$ cat src/rtl/program_loader.sv
// Byte-stream loader: assembles little-endian 32-bit words and writes them to imem, holding the CPU in reset until done.
// Write strobe one cycle after the 4th byte (4 bytes / 5 cycles); not ready during writes; optional zero terminator via PROGRAM_LOADER_TERMINATE_EN.
module program_loader #(
  parameter int DEPTH_WORDS = 256
) (
  input  logic        clk,
  input  logic        reset,
  input  logic        in_valid,
  output logic        in_ready,
  input  logic [7:0]  in_byte,
  input  logic        in_last,
  output logic        imem_we,
  output logic [63:0] imem_addr,
  output logic [31:0] imem_wdata,
  output logic        cpu_hold,
  output logic        done,
  output logic        error,
  output logic [15:0] words_loaded
);

  localparam int IW = $clog2(DEPTH_WORDS) + 1;
  localparam logic [IW-1:0] FULL = IW'(DEPTH_WORDS);

`ifdef PROGRAM_LOADER_TERMINATE_EN
  typedef enum logic [2:0] {S_LOAD, S_WRITE, S_TERM, S_DONE, S_ERR} state_t;
`else
  typedef enum logic [2:0] {S_LOAD, S_WRITE, S_DONE, S_ERR} state_t;
`endif

  state_t          state, state_nxt;
  logic            ready_en;
  logic [1:0]      byte_cnt;
  logic [31:0]     word;
  logic            last_pending;
  logic [IW-1:0]   word_idx;
  logic [15:0]     wl_cnt;
  logic            take;
  logic            bump;
  logic [31:0]     wr_data;

  always_ff @(posedge clk or negedge reset) begin
    if (!reset) state <= S_LOAD;
    else        state <= state_nxt;
  end

  always_comb begin
    state_nxt = state;
    in_ready  = 1'b0;
    imem_we   = 1'b0;
    wr_data   = 32'h0;
    take      = 1'b0;
    bump      = 1'b0;
    case (state)
      S_LOAD: begin
        in_ready = ready_en;
        if (in_valid && ready_en) begin
          // Overflow byte is consumed but never stored.
          if (word_idx == FULL)
            state_nxt = S_ERR;
          else if (in_last && byte_cnt != 2'd3)
            state_nxt = S_ERR;
          else begin
            take = 1'b1;
            if (byte_cnt == 2'd3) state_nxt = S_WRITE;
          end
        end
      end
      S_WRITE: begin
        imem_we = 1'b1;
        wr_data = word;
        bump    = 1'b1;
`ifdef PROGRAM_LOADER_TERMINATE_EN
        state_nxt = last_pending ? S_TERM : S_LOAD;
`else
        state_nxt = last_pending ? S_DONE : S_LOAD;
`endif
      end
`ifdef PROGRAM_LOADER_TERMINATE_EN
      S_TERM: begin
        if (word_idx == FULL)
          state_nxt = S_ERR;
        else begin
          imem_we   = 1'b1;
          bump      = 1'b1;
          state_nxt = S_DONE;
        end
      end
`endif
      default: state_nxt = state;
    endcase
  end

  assign imem_wdata   = wr_data;
  assign imem_addr    = imem_we ? (64'(word_idx) << 2) : 64'h0;
  assign cpu_hold     = (state != S_DONE);
  assign done         = (state == S_DONE);
  assign error        = (state == S_ERR);
  assign words_loaded = wl_cnt;

  always_ff @(posedge clk or negedge reset) begin
    if (!reset) begin
      ready_en     <= 1'b0;
      byte_cnt     <= 2'd0;
      word         <= 32'h0;
      last_pending <= 1'b0;
      word_idx     <= '0;
      wl_cnt       <= 16'h0;
    end else begin
      ready_en <= 1'b1;
      if (take) begin
        word[{byte_cnt, 3'b000} +: 8] <= in_byte;
        byte_cnt <= byte_cnt + 2'd1;
        if (byte_cnt == 2'd3) last_pending <= in_last;
      end
      if (bump) begin
        word_idx <= word_idx + 1'b1;
        byte_cnt <= 2'd0;
        if (wl_cnt != 16'hFFFF) wl_cnt <= wl_cnt + 16'd1;
      end
    end
  end

endmodule
$ cat config.mk
export PLATFORM = sky130hd
export DESIGN_NAME = program_loader
export DESIGN_NICKNAME = d
export VERILOG_FILES = /design/src/rtl/program_loader.sv
export SDC_FILE = /design/constraint.sdc
export NUM_CORES = 1
export LEC_CHECK = 0
export CAP_MARGIN = 20
export CORE_AREA = 4 4 92 94
export DETAILED_ROUTE_END_ITERATION = 6
export DIE_AREA = 0 0 96 98
export PLACE_DENSITY = 0.84
export SETUP_SLACK_MARGIN = 0.4
export SKIP_LAST_GASP = 1
export SYNTH_ARGS = -nofsm -noshare
export SYNTH_HDL_FRONTEND = slang
export SYNTH_SLANG_ARGS = --single-unit
$ cat constraint.sdc
create_clock -name clk -period 3.8 [get_ports clk]
set_clock_uncertainty 0.1 [all_clocks]
set_input_delay 1.14 -clock clk [delete_from_list [all_inputs] [get_ports clk]]
set_output_delay 1.14 -clock clk [all_outputs]
set_load 0.01 [all_outputs]
# Yosys cells after proc, flatten, opt, wreduce, memory -nomap -nowiden
# Cells that the tools add are included.
[classes]
add_sub_neg = 4
n_reduce_logical = 8
muxes = 17
eq_ne = 10
n_shift = 2
[op_table]
columns = ["operator", "count"]
rows = [
  ["bitwise mux 32 bit", 1],
  ["2-to-1 mux 32 bit", 1],
  ["variable shift 8 x 7 -> 32 bit, first input constant", 1],
  ["indexed part select 8 x 7 -> 32 bit", 1],
  ["adder 16 x 1 -> 16 bit, second input constant", 1],
  ["inequality test 16 bit, second input constant", 1],
  ["2-to-1 mux 3 bit", 4],
  ["2-to-1 mux 11 bit", 1],
  ["adder 9 x 1 -> 9 bit, second input constant", 1],
  ["equality test 9 bit, second input constant", 1],
  ["negation 5 -> 7 bit", 1],
  ["equality test 3 x 2 -> 1 bit, second input constant", 2],
  ["2-to-1 mux 1 bit", 6],
  ["2-to-1 mux 2 bit", 3],
  ["one-hot mux 3 bit (2 select lines)", 1],
  ["inequality test 2 bit, second input constant", 2],
  ["inequality test 4 bit, second input constant", 1],
  ["AND reduction 2 bit", 2],
  ["nonzero test 2 bit", 2],
  ["equality test 3 x 1 -> 1 bit, second input constant", 1],
  ["zero test 3 bit", 1],
  ["inequality test 3 x 2 -> 1 bit, second input constant", 1],
  ["AND reduction 3 bit", 1],
  ["adder 2 x 1 -> 2 bit, second input constant", 1],
  ["2 further kinds", 3],
]
[totals]
elab_cells = 48
input_bits = 12
ff_bits = 64

# Longest topological paths before layout
[logic_depth]
depth_word = 8
mapped_depth = 8

# Least setup slack after synthesis
# No wires, ideal clock.
[synth_timing]
path_type = "register to output"
startpoint = "register state[1]"
endpoint = "output imem_wdata[25]"
path_slack_ns = 1.186
arrival_ns = 1.374
t_required_ns = 2.560
stages_incl_launch_ff = 6
path_cell_list = "dfrtp_1 -> nand2b_1 -> inv_1 -> buf_2 -> buf_1 -> and2_1"
[synth_via]
elab_chain_cells = 2
[synth_lines]
columns = ["item", "line_no", "text"]
rows = [
  ["from (decl)", "30", "state_t state, state_nxt;"],
  ["from (signal assigned)", "43", "else state <= state_nxt;"],
  ["equality test 3 x 1 -> 1 bit", "53", "case (state)"],
  ["2-to-1 mux 32 bit", "53", ""],
  ["to (decl)", "14", "output logic [31:0] imem_wdata,"],
]
# No other way between the ends.

# Worst setup path after layout
[layout_timing]
startpoint = "register state[1]"
endpoint = "output imem_wdata[19]"
# The elaborated chain is that of the path after synthesis.

==> results_dict.tcl <==
set metrics [dict create \
    rows 32 \
    dieArea_um2 9408 \
    fp.coreArea_um2 7647 \
    antenna_cells 0 \
    die_x_um 96 \
    clockRootBuffer "clkbuf_8" \
    layout.cells.most_common_list "nand2_1, clkdlybuf4s50_1, dfrtp_1" \
    comb_power_share 0.046 \
    io_pins 129 \
    cp_max_fo 23 \
    arrival_ns 2.04 \
    place_congestion 0.8544 \
    worstPathRequired_ns 2.56 \
    grt_max_degree 34 \
    rsz0062_at_grt "false" \
    overflow 0 \
    tns_ns 0 \
    timing.rr.end "last_pending" \
    grt_use_total 0.1650 \
    wire_per_inst_um 13.26 \
    clkPwrFrac 0.439 \
    switching_share 0.2323 \
    power.leakage_nw 2.026 \
    cts_setup_buffers 0 \
    via_per_inst 4.823 \
    hpwlAfterDp_mm 5.749 \
    crit-reg2reg-launch "word_idx[0]" \
    avgSynthCellArea_um2 9.542 \
    synth_seq_cells 63 \
    wirelength_mm 7.504 \
    grt_pass1_vias 2457 \
    synth_area_leaders "dfrtp_1, buf_4, nand2_1, and2_1, o21ai_1" \
    power.sequential.fraction 0.515 \
    cts_tree "done" \
    netlist_instances 385 \
    internal-power_mw 1.000 \
    io_buffer_count 73 \
    initial_core_util 0.4804 \
    p_sw_mw 0.3027 \
    grt_first_pass_wirelength_mm 12.01 \
    synth_area_leader_cell "dfrtp_1" \
    grt_antenna_before_repair 0 \
    min_period_ns 3.275 \
    max_freq_mhz 305.3 \
    crit_type "flip-flop to output pin" \
    path_clk_slew_ns 0.07 \
    peakVddDrop_uv 176.0 \
    final_common_cell "nand2_1" \
    fin_nets 480 \
    cp-end-kind "output pin" \
    fillers 624 \
    slew_headroom 0.3677 \
    multi_input_area_um2 1759 \
    startpoint_type "flip-flop" \
    hold_viol_final 0 \
    layout_setup_ws_ns 0.5247 \
    seqCellArea_um2 1577 \
    synth_edf_count 0 \
    area_growth_pct 21.70 \
    worstRegToRegCells 6 \
    place_ws_ns 0.8139 \
    drc 0 \
    worst_pin_slew_ns 0.9464 \
    async_flop_share 1.000 \
    power_density_nw_per_um2 291.5 \
    die_y_um 98 \
    cts_buffers 9 \
    clkLatencyLatePin_ns 0.34 \
    rrSetupSlack_ns 1.50 \
    status "completed" \
    cts_buffer_depth 2 \
    drtPass1Iterations 4 \
    hold_path.class "flip-flop to flip-flop" \
    cp-endpoint "imem_wdata[19]" \
    yosysTopAreaCellShare 0.4292 \
    drv_slew 0 \
    ys_seq_area_frac 0.4292 \
    setup_violations 0 \
    synthesis.area_um2 3674 \
    via_count 2730 \
    clock-sinks 63 \
    htree_levels 3 \
    maxCapViolCount 0 \
    synthDistinctLibCells 46 \
    final_antenna_net_count 0 \
    fin_crit_sh 0.8619 \
    dr.first_iter.drc_count 98 \
    synth_top_flop_cell "dfrtp_1" \
    drive_gt1_frac 0.09052 \
    crit_start "state[1]" \
    yosysWarnings 0 \
]
## synth_stat cells (2+ instances only)
cell type and number:
buf_4 55, dfrtp_1 63, ha_1 9, xnor2_1 8, nand4_1 7, conb_1 2, nor4_1 4, nor3b_1 4
nand2_1 76, nand2b_1 4, buf_2 2, nor3_1 9, nand3_1 4, nor2_1 7, buf_6 7, xor2_1 13
clkbuf_1 3, and2_1 38, o21ai_2 8, o2111ai_4 4, o21ai_1 24, inv_1 7, o21ai_0 4
## state kept, by name, summed over array words and instances, names as in the netlist
| name | cells |
|---|---|
| words_loaded | 16 |
| ready_en | 1 |
| byte_cnt | 2 |
| word | 32 |
| word_idx | 9 |
| last_pending | 1 |
| state | 2 |
## worst max-delay path, cell delays in order, from the launching register on
cell and delay (ns):
dfrtp_1 0.44, nand2b_2 0.27, inv_2 0.12, buf_8 0.17
and2_1 0.16, clkdlybuf4s50_1 0.55
## how the worst min path moves through the flow
stage	end	cells after the start	startpoint	slack [ns]
after floorplan	word[14]	2	word[14]	0.34
after global placement	word[22]	2	word[22]	0.36
after detailed placement	word[7]	2	word[7]	0.36
after CTS	word[7]	2	word[7]	0.38
after global routing	word[22]	2	word[22]	0.40
final	word[7]	2	word[7]	0.38
## metal layers
layer  routed length (um)  GRT usage
met1                 2975     0.2062
met2                 3784     0.2639
met3                  551    0.04160
met4                  193    0.07877
met5                    0          0
## repair_timing
| item | CTS | global route |
|---|---|---|
| hold buffers | 0 | 0 |
| setup endpoints to repair | 0 | 38 |
| gates resized for setup | 0 | 6 |
## per-stage QoR
step	cell area (um2)	hold slack [ns]	cells	utilization	power [mW]
detailed placement	4255	0.3587	550	0.5564	0.7424
global placement	4255	0.3572	550	0.5564	0.7418
global route	4471	0.3966	566	0.5846	1.355
floorplan	3876	0.3430	439	-	0.7520
finish	4471	0.3763	566	0.5846	1.303
CTS	4453	0.3755	566	0.5823	1.319
## area by class of cell
cell class,instances,area share
clock buffer,10,0.03079
tap,102,0.02855
clock inverter,6,0.01343
inverter,7,0.005877
sequential,63,0.3526
timing repair buffer,77,0.1752
multi-input combinational,301,0.3935
## power groups by stage
stage	Clock, mW	Combinational, mW	Sequential, mW
floorplan	0	0.0680	0.684
global placement	0	0.0578	0.684
detailed placement	0	0.0585	0.684
CTS	0.589	0.0587	0.671
global route	0.617	0.0671	0.671
finish	0.572	0.0596	0.671
## cells by family (layout without fill, tap and decap cells)
kind of cell / count (synthesis) / after routing / synth area share
XOR/XNOR: 21 / 21 / 0.05007
adder cells (fa/ha/maj): 9 / 9 / 0.03065
other: 2 / 56 / 0.002044
AO/OA/AOI/OAI: 46 / 46 / 0.09810
AND/OR/NAND/NOR: 166 / 166 / 0.2333
multiplexers: 3 / 3 / 0.008855
buffers and inverters: 75 / 100 / 0.1478
flip-flops: 63 / 63 / 0.4292
Power figures use the tool's default switching activity.
==> edit, RTL diff (same settings) <==
Add a define of `PROGRAM_LOADER_TERMINATE_EN`.
--- a/src/rtl/program_loader.sv
+++ b/src/rtl/program_loader.sv
@@ -1,5 +1,7 @@
 // Byte-stream loader: assembles little-endian 32-bit words and writes them to imem, holding the CPU in reset until done.
 // Write strobe one cycle after the 4th byte (4 bytes / 5 cycles); not ready during writes; optional zero terminator via PROGRAM_LOADER_TERMINATE_EN.
+`define PROGRAM_LOADER_TERMINATE_EN
+
 module program_loader #(
   parameter int DEPTH_WORDS = 256
 ) (
Behaviour: not the same (a bounded check fails within 10 cycles, from zero or initial values and one cycle with reset low).
==> edit against the original RTL <==
Count of clock-buffer cells in the layout grew 2. Power grew 3.4%. Routed wire length grew 13%. Cell area grew 2.2%. Worst setup slack lost 100 ps. Hold slack lost 1.7 ps. Register-to-register slack lost 80 ps. Sequential cell count grew 1. First-iteration DRC count shrank 16%. Largest power group unchanged. Via count grew 7.1%. Combinational power shrank 1%. Synthesized area shrank 1.4%.
==> edit: results (changes against the original RTL) <==
stage,metric,value,unit,change
critical_path,register-to-register setup slack,1420,ps,-80 ps
critical_path,Reg2Reg Depth,10,,+4
placed_design,post-DP HPWL,5820,um,+1.2%
placed_design,Setup Slack @ Placement,307,ps,-507 ps
pwr,leak pwr,0.00220,uW,+8.6%
grt,largest net degree at the start of global routing,65,,+91%
synth,dominant cells by area after synthesis,"dfrtp_1 44%, buf_4 11%, nand2_1 8.0%",,
worst_hold_path,WHS Endpoint,word[20],,
grt,vias in the first global route,2716,,+11%
grt,GRT Util Overall,18.0,%,+1.5 points
route,drt via density,4.97,,+3.1%
synth,Synth top cells by count,"77 x nand2_1, 64 x dfrtp_1, 55 x buf_4, 41 x and3_1, 36 x o21ai_0",,
pwr,peak supply drop,153,uV,-13%
timing,Final TNS setup,0,ps,unchanged
route,Initial DRC Count,82,,-16%
placed_design,DP Cell Count,562,,+2.2%
cells_and_area,Layout Cells excl Fill,588,,+3.9%
placed_design,RD Place Congestion,0.841,,-1.5%
cells_and_area,share of cells above drive strength 1,9.05,%,about the same
route,DRT Wirelength,8500,um,+13%
worst_hold_path,worst hold start,word[20],,
synth,register area share after synthesis,44.2,%,+1.3 points
critical_path,Worst Path Arrival,2140,ps,+100 ps
cells_and_area,# nets final,502,,+4.6%
grt,GR Layer Usage met3,2.85,%,-1.3 points
critical_path,crit-path max FO,6,,-74%
synth,Unique masters post-synth,33,,-28%
grt,GRT met1 Usage,24.3,%,+3.7 points
grt,GR Util met2,28.7,%,+2.3 points
outcome,outcome,"complete, no violations",,
timing,relative slew slack,35.7,%,-1.1 points
grt,first-pass GRT wire length,13400,um,+12%
[edit: cell types whose count changed after synthesis, sizes merged, moves of 5 or more]
cell,before,now
xor2,13,0
xnor2,8,23
nand3,4,9
and3,1,41
clkbuf,3,9
nand4,7,15
nor3,9,2
and2,39,11
[edit: what timing repair did]
| action | in CTS | in global routing |
|---|---|---|
| pin swaps | 1 | 1 |
| buffers inserted | 3 | 5 |
| cloned | 2 | 0 |
| endpoints found under the setup margin | 10 | 42 |
| hold endpoints to repair | 0 | 0 |
| resized for setup | 13 | 14 |
[edit: final cells by class]
type	instances	area (um^2)
clock buffer	12	155
clock inverter	4	52.6
fill	651	3080
inverter	6	22.5
multi-input combinational	314	1780
sequential	64	1600
tap	102	128
timing repair buffer	86	832
[edit: through the flow]
step	cell area (um^2)	utilization (%)	hold WS, ps
global placement	4220	55.2	356
floorplan	3820	-	342
CTS	4500	58.8	379
finish	4570	59.7	375
global route	4570	59.7	393
detailed placement	4220	55.2	363
[edit: worst max path at each step]
| stage | slack, ps | from | endpoint | cells after the start |
|---|---|---|---|---|
| 3_3_place_gp | 340 | word_idx[0] | imem_addr[2] | 7 |
| 4_1_cts | 280 | word_idx[0] | imem_addr[2] | 7 |
| 2_1_floorplan | 840 | word_idx[0] | imem_addr[7] | 8 |
| 3_5_place_dp | 310 | word_idx[0] | imem_addr[8] | 7 |
| 5_1_grt | 350 | word_idx[0] | imem_addr[7] | 8 |
| 6_report | 420 | word_idx[0] | imem_addr[3] | 8 |
[edit: kinds of logic (layout without fill, tap and decap cells)]
family | count (synthesis) | in the layout | share of synthesized area, %
simple gates | 179 | 179 | 25.5
buf+inv | 77 | 108 | 14.3
flops | 64 | 64 | 44.2
compound gates | 42 | 44 | 6.25
xor+xnor | 23 | 23 | 5.56
fa+ha+maj | 9 | 9 | 3.11
mux | 3 | 3 | 0.898
other cells | 2 | 56 | 0.207
[edit: layer usage]
| layer | share of wire [%] | vias up |
|---|---|---|
| met3 | 5.8 | 14 |
| met1 | 42 | 1406 |
| li1 | - | 1394 |
| met4 | 1.7 | 0 |
| met2 | 50 | 110 |
| met5 | 0 | - |
[edit: worst max-delay path, cell delays in order (launching register included)]
cell and delay [ps]:
dfrtp_1 410, inv_2 70, ha_1 140, nor4b_4 220, nand2_2 90, buf_4 150, a22o_4 270, and2_1 160
dlygate4sd2_1 270
[edit: report_power, final]
part | switching (uW) | total (uW) | internal [uW]
sequential | 0.172 | 682 | 681
combinational | 47.2 | 58.9 | 11.7
clock | 268 | 607 | 339
total | 315 | 1350 | 1030
